## src/rtl/gpio_irq_ctrl.sv

```systemverilog
// Per-pin GPIO interrupt capture with a single-request presenter: pending pins are
// offered to the host one at a time, lowest index first, with a one-cycle gap after each ack.
module gpio_irq_ctrl #(
    parameter int N_PINS = 8
) (
    input  logic              clk,
    input  logic              reset,
    input  logic [N_PINS-1:0] irq_pin_change,
    input  logic [N_PINS-1:0] irq_int,
    input  logic [N_PINS-1:0] irq_enable,
    input  logic              ack,
    input  logic              clr_status,
    output logic              irq_req,
    output logic [2:0]        irq_id,
    output logic [1:0]        irq_cause,
    output logic [N_PINS-1:0] pending,
    output logic [N_PINS-1:0] overflow,
    output logic              spurious_ack
);

    typedef enum logic [1:0] {IDLE, REQ, GAP} state_t;

    state_t            state_reg, state_next;
    logic [N_PINS-1:0] pending_reg, pending_next;
    logic [N_PINS-1:0] cause_pc_reg, cause_pc_next;
    logic [N_PINS-1:0] cause_int_reg, cause_int_next;
    logic [N_PINS-1:0] overflow_reg, overflow_next;
    logic              spurious_reg, spurious_next;
    logic [2:0]        id_reg, id_next;
    logic [1:0]        cause_reg, cause_next;

    logic [N_PINS-1:0] ev;
    logic [N_PINS-1:0] ack_hit;
    logic [N_PINS-1:0] eligible;
    logic [2:0]        sel_id;
    logic [1:0]        sel_cause;

    assign ev       = (irq_pin_change | irq_int) & irq_enable;
    assign eligible = pending_reg & irq_enable;

    // An ack clears the presented pin first; a same-cycle event then re-arms it with fresh causes.
    for (genvar gi = 0; gi < N_PINS; gi++) begin : g_pin
        assign ack_hit[gi]        = (state_reg == REQ) && ack && (id_reg == 3'(gi));
        assign pending_next[gi]   = ev[gi] | (pending_reg[gi] & ~ack_hit[gi]);
        assign cause_pc_next[gi]  = (ev[gi] & irq_pin_change[gi]) | (cause_pc_reg[gi] & ~ack_hit[gi]);
        assign cause_int_next[gi] = (ev[gi] & irq_int[gi]) | (cause_int_reg[gi] & ~ack_hit[gi]);
        assign overflow_next[gi]  = (ev[gi] & pending_reg[gi] & ~ack_hit[gi])
                                  | (overflow_reg[gi] & ~clr_status);
    end

    assign spurious_next = (ack && (state_reg != REQ)) | (spurious_reg & ~clr_status);

    // Descending scan so the lowest eligible index is the one left standing.
    always_comb begin
        sel_id    = '0;
        sel_cause = '0;
        for (int i = N_PINS - 1; i >= 0; i--) begin
            if (eligible[i]) begin
                sel_id    = 3'(i);
                sel_cause = {cause_int_reg[i], cause_pc_reg[i]};
            end
        end
    end

    always_comb begin
        state_next = state_reg;
        id_next    = id_reg;
        cause_next = cause_reg;
        case (state_reg)
            IDLE: begin
                if (|eligible) begin
                    state_next = REQ;
                    id_next    = sel_id;
                    cause_next = sel_cause;
                end
            end
            REQ: begin
                if (ack) state_next = GAP;
            end
            GAP:     state_next = IDLE;
            default: state_next = IDLE;
        endcase
    end

    always_ff @(posedge clk) begin
        if (reset) begin
            state_reg     <= IDLE;
            pending_reg   <= '0;
            cause_pc_reg  <= '0;
            cause_int_reg <= '0;
            overflow_reg  <= '0;
            spurious_reg  <= 1'b0;
            id_reg        <= '0;
            cause_reg     <= '0;
        end else begin
            state_reg     <= state_next;
            pending_reg   <= pending_next;
            cause_pc_reg  <= cause_pc_next;
            cause_int_reg <= cause_int_next;
            overflow_reg  <= overflow_next;
            spurious_reg  <= spurious_next;
            id_reg        <= id_next;
            cause_reg     <= cause_next;
        end
    end

    assign irq_req      = (state_reg == REQ);
    assign irq_id       = id_reg;
    assign irq_cause    = cause_reg;
    assign pending      = pending_reg;
    assign overflow     = overflow_reg;
    assign spurious_ack = spurious_reg;

endmodule

```

## config.mk

```make
export PLATFORM = sky130hd
export DESIGN_NAME = gpio_irq_ctrl
export DESIGN_NICKNAME = d
export VERILOG_FILES = /design/src/rtl/gpio_irq_ctrl.sv
export SDC_FILE = /design/constraint.sdc
export NUM_CORES = 1
export LEC_CHECK = 0
export ABC_AREA = 1
export BUFFER_PORTS_ARGS = -buffer_cell sky130_fd_sc_hd__buf_2
export CORE_MARGIN = 2
export CORE_UTILIZATION = 55
export DETAILED_ROUTE_END_ITERATION = 10
export PLACE_DENSITY = 0.84
export REMOVE_ABC_BUFFERS = 1
export SYNTH_ARGS = -nofsm -noshare
export SYNTH_HDL_FRONTEND = slang
export SYNTH_SLANG_ARGS = --single-unit
```

## constraint.sdc

```tcl
create_clock -name clk -period 1.8 [get_ports clk]
set_input_delay 0.09 -clock clk [delete_from_list [all_inputs] [get_ports clk]]
set_output_delay 0.09 -clock clk [all_outputs]
set_load 0.02 [all_outputs]
```

==> qor_table.md, run 1 <==
| Parameter | Value |
|:---|:---|
| Clock buffer depth | 2 |
| Via density per instance | 4.92 |
| Clock Pin Slew Worst Setup and Hold Paths | 0.11 ns |
| Antenna diode instance count | 0 |
| Number of warnings issued by yosys | 0 |
| Cell type contributing the most total cell area after synthesis | sky130_fd_sc_hd__dfxtp_1 |
| Total Die Area | 3680 sq um |
| Number of sinks on the clock net | 40 |
| Final clock skew | 0.00532 ns |
| Arrival time worst endpoint | 1.53 ns |
| Count of max-cap constraint violations | 0 |
| Global routing met1 resource utilization | 27.6% |
| Cells resized by post-CTS repair | 0 |
| Post-route DRC | 0 |
| Final critical path time including I/O delays and setup | 1.29 ns |
| Maximum ir drop on the vdd rail | 0.479 mV |
| Outcome | finished, final reports clean |
| Proportion of netlist area held by the largest area contributor | 45.4% |
| Yosys reg bits | 40 |
| Peak fanout along the critical path | 7 |
| Detailed-route wire length | 3820 um |
| Cell area after synthesis | 1770 sq um |
| Count of fill cells added during filler insertion | 273 |
| Clock latency on the worst-skew pair | 0.34 ns |
| First-pass GRT wire length | 5980 um |
| First-pass DRT Iterations | 4 |
| Final count of hold timing violations | 0 |
| Setup TNS Final | 0 ns |
| Port bufs | 50 |
| Placed Instances | 340 |
| Peak-usage layer in the global routing report | met2 |
| Overflow left after global routing | 0 |
| Startpoint types | register |
| Met3 global-route usage | 7.04% |
| Area of the placeable core | 3050 sq um |
| Horizontal die dimension | 60.7 um |
| Clock buffer count from CTS | 5 |
| Actual slew at the worst max-slew pin | 0.480 ns |
| Number of distinct library cells after synthesis | 23 |
| Vias in the first global route | 1,442 |
| Area grow syn2layout | 23.0% |
| Cell count after synthesis | 249 |
| Final cycle utilization of the critical path | 71.5% |
| Storage element area | 801 sq um |
| Maximum level of the CTS H-tree | 2 |
| Violation count after the first detailed-route iteration | 96 |
| Count of placed standard cells in the final layout, fillers left out | 353 |
| RSZ-0062 raised after global routing | false |
| Critical Setup Path Class | register to register |
| Area of the multi-input gates | 881 sq um |
| Met2 track demand over resource | 36.3% |
| Boundary Pins | 51 |
| Upper clock frequency limit | 777 MHz |
| Layout cells sized above 1 | 24.6% |
| Type of the worst min-delay path | input port to register |
| Number of failing setup endpoints in the final timing report | 0 |
| Placement row count | 20 |
| Top cells by area in the synthesized netlist | sky130_fd_sc_hd__dfxtp_1 45%, sky130_fd_sc_hd__nand2_1 18%, sky130_fd_sc_hd__a21oi_1 11% |
| Buffer type at the clock tree root | sky130_fd_sc_hd__clkbuf_4 |
| Average instance area after synthesis | 7.09 sq um |
| Post-layout net count | 336 |
| Largest net degree at the start of global routing | 26 |
| Initial antenna violation count | 0 |
| Initial standard-cell utilization of the core | 57.8% |
| Sequential-to-total area share from yosys stat | 45.4% |
| TritonCTS clock tree | done |
| Number of pins exceeding their max-slew limit in the final report | 0 |
| Vertical die dimension | 60.7 um |
| Critical path required time | 2.04 ns |
| Via count | 1,737 |
| Total leakage power | 1.09 nW |
| Combined global-route utilization of all metal layers | 22.2% |
| Wirelength per Cell | 10.8 um |
| Detailed placer's ending HPWL | 2810 um |
| Critical Path Sink Type | register |
| Power per standard cell area | 890 nW/um^2 |
| Slew HR | 68.0% |
| Post-DRT Antenna Nets | 0 |
| Final Wtd Congestion | 0.860 |
## layout by cell type (no fill, tap or decap), drive strengths merged
master / n
nand2: 95
inv: 16
dfxtp: 40
a21oi: 39
clkbuf: 8
buf: 51
nand4: 2
a31oi: 1
clkinv: 2
nand3: 12
o21ai: 6
a2bb2oi: 1
or2: 2
nor2: 27
dlygate4sd3: 5
a221oi: 1
a211oi: 1
## path summary, 6_finish.rpt
| path | cells after the start | startpoint | slack [ns] | to |
|---|---|---|---|---|
| worst max-delay path | 6 | pending[3] | 0.51 | irq_id[0] |
| worst min-delay path | 3 | irq_int[3] | 0.01 | cause_int_reg[3] |
| worst max register to register | 6 | pending[3] | 0.51 | irq_id[0] |
| worst min register to register | 2 | overflow[7] | 0.47 | overflow[7] |
## cell usage after synthesis, drive strengths merged
library cell,number
nand3,12
inv,16
o21ai,6
dfxtp,40
nor2,27
or2,2
a21oi,39
nand4,2
a31oi,1
buf,1
a2bb2oi,1
a211oi,1
clkinv,2
nand2,95
a221oi,1
clkbuf,3
## cells by family after synthesis
family          Yosys count  share of synthesized area (%)
simple gates            138                           34.4
compound gates           49                           15.5
flops                    40                           45.4
buf+inv                  22                           4.75
## worst max-delay path, stage by stage, from the launching register on
cell                      delay (ns)
sky130_fd_sc_hd__dfxtp_1        0.35
sky130_fd_sc_hd__nand2_2        0.14
sky130_fd_sc_hd__nand4_2        0.16
sky130_fd_sc_hd__o21ai_4        0.23
sky130_fd_sc_hd__inv_2          0.09
sky130_fd_sc_hd__o21ai_1        0.16
sky130_fd_sc_hd__a21oi_1        0.06
## final cells by class
type	count	share of cell area [%]
multi-input combinational	187	40.6
tap	44	2.54
clock buffer	8	2.71
timing repair buffer	56	14.2
sequential	40	36.9
inverter	18	3.11
## what timing repair did
item / CTS / global route
setup buffers: 0 / 0
hold buffers: 5 / 0
hold endpoints to repair: 5 / 0
## stage by stage
stage	hold WS [ns]	total power, mW	worst slack [ns]	utilization (%)	cell area (sq um)
after detailed placement	0.358	1.48	0.557	67.5	2060
final	0.0116	1.93	0.513	71.1	2170
after global placement	0.363	1.47	0.599	67.5	2060
after global routing	0.00289	2.05	0.391	71.1	2170
after CTS	0.00387	1.95	0.503	71.1	2170
after floorplan	0.159	1.33	0.572	-	1750
## per-layer routing
layer	routed length [um]	share of wire, %
met3	200	5.2
met5	0	0
met1	1820	47
met4	50	1.3
met2	1760	46
## power breakdown
group / total, mW / internal [mW] / switching (mW)
clock network: 0.461 / 0.193 / 0.268
logic: 0.448 / 0.168 / 0.280
registers: 1.02 / 0.962 / 0.0608
No activity file was read; power rests on OpenSTA's default activity.
==> run 2: changes to the inputs <==
CORE_UTILIZATION = 51   (was 55)
PLACE_DENSITY = 0.79   (was 0.84)
clock period = 1.2 ns   (was 1.8 ns; I/O delays follow)
==> qor_table.md, run 2 (synthesized netlist as in run 1, its figures left out) <==
| Parameter | Value | Change |
|:---|:---|:---|
| Worst-case hold slack | 0.0122 ns | +0.000580 ns |
| Storage element area | 813 sq um | +1.6% |
| Placed Instances | 351 | +3.2% |
| Clock buffer count from CTS | 5 | unchanged |
| Via count | 1,963 | +13% |
| Setup TNS Final | -0.307 ns | -0.307 ns |
| Final cycle utilization of the critical path | 112% | +41 points |
| Overflow left after global routing | 0 | unchanged |
| Boundary Pins | 51 | unchanged |
| Power per standard cell area | 1210 nW/um^2 | +36% |
| Vias in the first global route | 1,774 | +23% |
| Outcome | complete, but fails checks |  |
| Top layer used by detailed routing | met4 |  |
| Clock latency on the worst-skew pair | 0.34 ns | about the same |
| Layout cells sized above 1 | 38.2% | +14 points |
| Port bufs | 50 | unchanged |
| Post-DRT Antenna Nets | 0 | unchanged |
| Total Die Area | 3950 sq um | +7.3% |
| Number of sinks on the clock net | 40 | unchanged |
| Count of max-cap constraint violations | 0 | unchanged |
| Critical Setup Path Class | register to register |  |
| RSZ-0062 raised after global routing | true |  |
| Detailed-route wire length | 4840 um | +27% |
| Leading cell types in the layout, fill and taps excluded | 75 x sky130_fd_sc_hd__nand2_1, 48 x sky130_fd_sc_hd__buf_2, 32 x sky130_fd_sc_hd__a21oi_1, 32 x sky130_fd_sc_hd__dfxtp_1, 21 x sky130_fd_sc_hd__dlygate4sd3_1 |  |
| Area of the multi-input gates | 1020 sq um | +16% |
| TritonCTS clock tree | done |  |
| Final cell area excluding filler cells | 2630 sq um | +21% |
| First-pass GRT wire length | 7360 um | +23% |
| WL met1 | 2040 um | +12% |
| Crit path setup slack, layout | -0.145 ns | -0.658 ns |
| Final critical path time including I/O delays and setup | 1.35 ns | +0.0578 ns |
| Combined buffer and inverter count along the critical path | 1 | unchanged |
| Critical Path Sink Type | register |  |
| Vertical die dimension | 62.8 um | +3.6% |
| Horizontal die dimension | 62.8 um | +3.6% |
| Slew HR | 74.5% | +6.5 points |
| Initial antenna violation count | 0 | unchanged |
| Actual slew at the worst max-slew pin | 0.382 ns | -0.0976 ns |
| Upper clock frequency limit | 743 MHz | -4.3% |
| Hold wc startpoint | irq_int[7] |  |
| Area grow syn2layout | 49.1% |  |
| Count of placed standard cells in the final layout, fillers left out | 386 | +9.3% |
| Clock Pin Slew Worst Setup and Hold Paths | 0.11 ns | about the same |
| Type of the worst min-delay path | input port to register |  |
| Via density per instance | 5.09 | +3.3% |
| Count of fill cells added during filler insertion | 261 | -4.4% |
| Combined global-route utilization of all metal layers | 23.3% | +1.0 points |
| Area of the placeable core | 3340 sq um | +9.3% |
| Sum of met3 wire segment lengths after detailed routing | 252 um | +26% |
| Startpoint types | register |  |
| Maximum level of the CTS H-tree | 2 | unchanged |
| Final clock skew | 0.00693 ns | +0.00161 ns |
| Critical path required time | 1.44 ns | -0.60 ns |
| Peak fanout along the critical path | 3 | -4 |
| Post-layout net count | 367 | +9.2% |
| Wirelength per Cell | 12.5 um | +16% |
| Violations in the final reports | negative setup slack |  |
| Buffer type at the clock tree root | sky130_fd_sc_hd__clkbuf_4 |  |
| Worst path cell trace | nor2_1 > o21ai_4 > buf_4 > a21oi_1 > a21oi_2 |  |
| Clock buffer depth | 2 | unchanged |
| Util after Layout | 78.9% | +7.8 points |
| Post-route DRC | 0 | unchanged |
| CP startpoint | state_reg[1] |  |
| Detailed placer's ending HPWL | 2940 um | +4.6% |
| Total leakage power | 1.28 nW | +18% |
| Final Wtd Congestion | 0.879 | +2.2% |
| Final count of hold timing violations | 0 | unchanged |
| Number of failing setup endpoints in the final timing report | 8 | +8 |
| First-pass DRT Iterations | 5 | +1 |
| Maximum ir drop on the vdd rail | 0.893 mV | +86% |
| Slowest-stage cell, CP | sky130_fd_sc_hd__dfxtp_1 |  |
| Cell family with most CP delay | compound AO/OA/AOI/OAI gates |  |
| Initial standard-cell utilization of the core | 52.9% | -4.9 points |
| Most common cell after layout, fill and taps aside | sky130_fd_sc_hd__nand2_1 |  |
| Placement row count | 21 | +5.0% |
| Slowest Stage Delay on Critical Path | 0.36 ns | about the same |
| Number of pins exceeding their max-slew limit in the final report | 0 | unchanged |
| WL met2 | 2440 um | +39% |
| Antenna diode instance count | 0 | unchanged |
| Violation count after the first detailed-route iteration | 113 | +18% |
| FF-to-FF Start | state_reg[1] |  |
| Arrival time worst endpoint | 1.58 ns | +0.05 ns |
| Post-Place Cell Area | 2140 sq um | +4.0% |
| Largest net degree at the start of global routing | 18 | -31% |
[run 2: cell types whose count changed in the layout (fill, tap and decap cells not counted), sizes merged]
cell / change
clkinv: -1
inv: +1
dlygate4sd3: +16
buf: +15
[run 2: cell type report]
type / count / share of cell area (%)
inverter: 18 / 2.76
multi-input combinational: 187 / 38.9
tap: 46 / 2.19
sequential: 40 / 30.9
clock buffer: 8 / 2.23
timing repair buffer: 87 / 23.0
[run 2: worst min-delay path, cell delays in order]
cell,delay (ns)
sky130_fd_sc_hd__buf_2,0.09
sky130_fd_sc_hd__nand2_1,0.08
sky130_fd_sc_hd__a21oi_1,0.07
[run 2: report_power, final]
part           internal, mW  switching (mW)
Combinational         0.388           0.542
Sequential             1.45          0.0978
Clock                 0.290           0.409
[run 2: repair_timing]
item,in CTS,in global routing
endpoints found under the setup margin,6,24
setup buffers,2,4
hold buffers,21,0
resized for setup,4,50
endpoints found under the hold margin,16,0
pin swaps,1,9
[run 2: routing by layer]
metal | track usage (%) | vias up
met2 | 39.8 | 69
met4 | 9.17 | 0
met1 | 27.5 | 895
li1 | - | 987
met3 | 6.49 | 12
met5 | 0 | -
[run 2: worst paths after layout]
kind | slack [ns] | depth (start not counted) | endpoint
setup / recovery | -0.15 | 5 | irq_cause[0]
hold / removal | 0.01 | 3 | cause_int_reg[7]
setup reg to reg | -0.15 | 5 | irq_cause[0]
hold reg to reg | 0.47 | 2 | cause_pc_reg[3]
[run 2: metrics by stage]
| step | power (mW) | setup WS [ns] |
|---|---|---|
| 2_1_floorplan | 1.99 | -0.0278 |
| 3_3_place_gp | 2.25 | 0.0109 |
| 3_5_place_dp | 2.26 | -0.0151 |
| 6_report | 3.18 | -0.145 |
| 5_1_grt | 3.36 | -0.179 |
| 4_1_cts | 3.03 | -0.0152 |
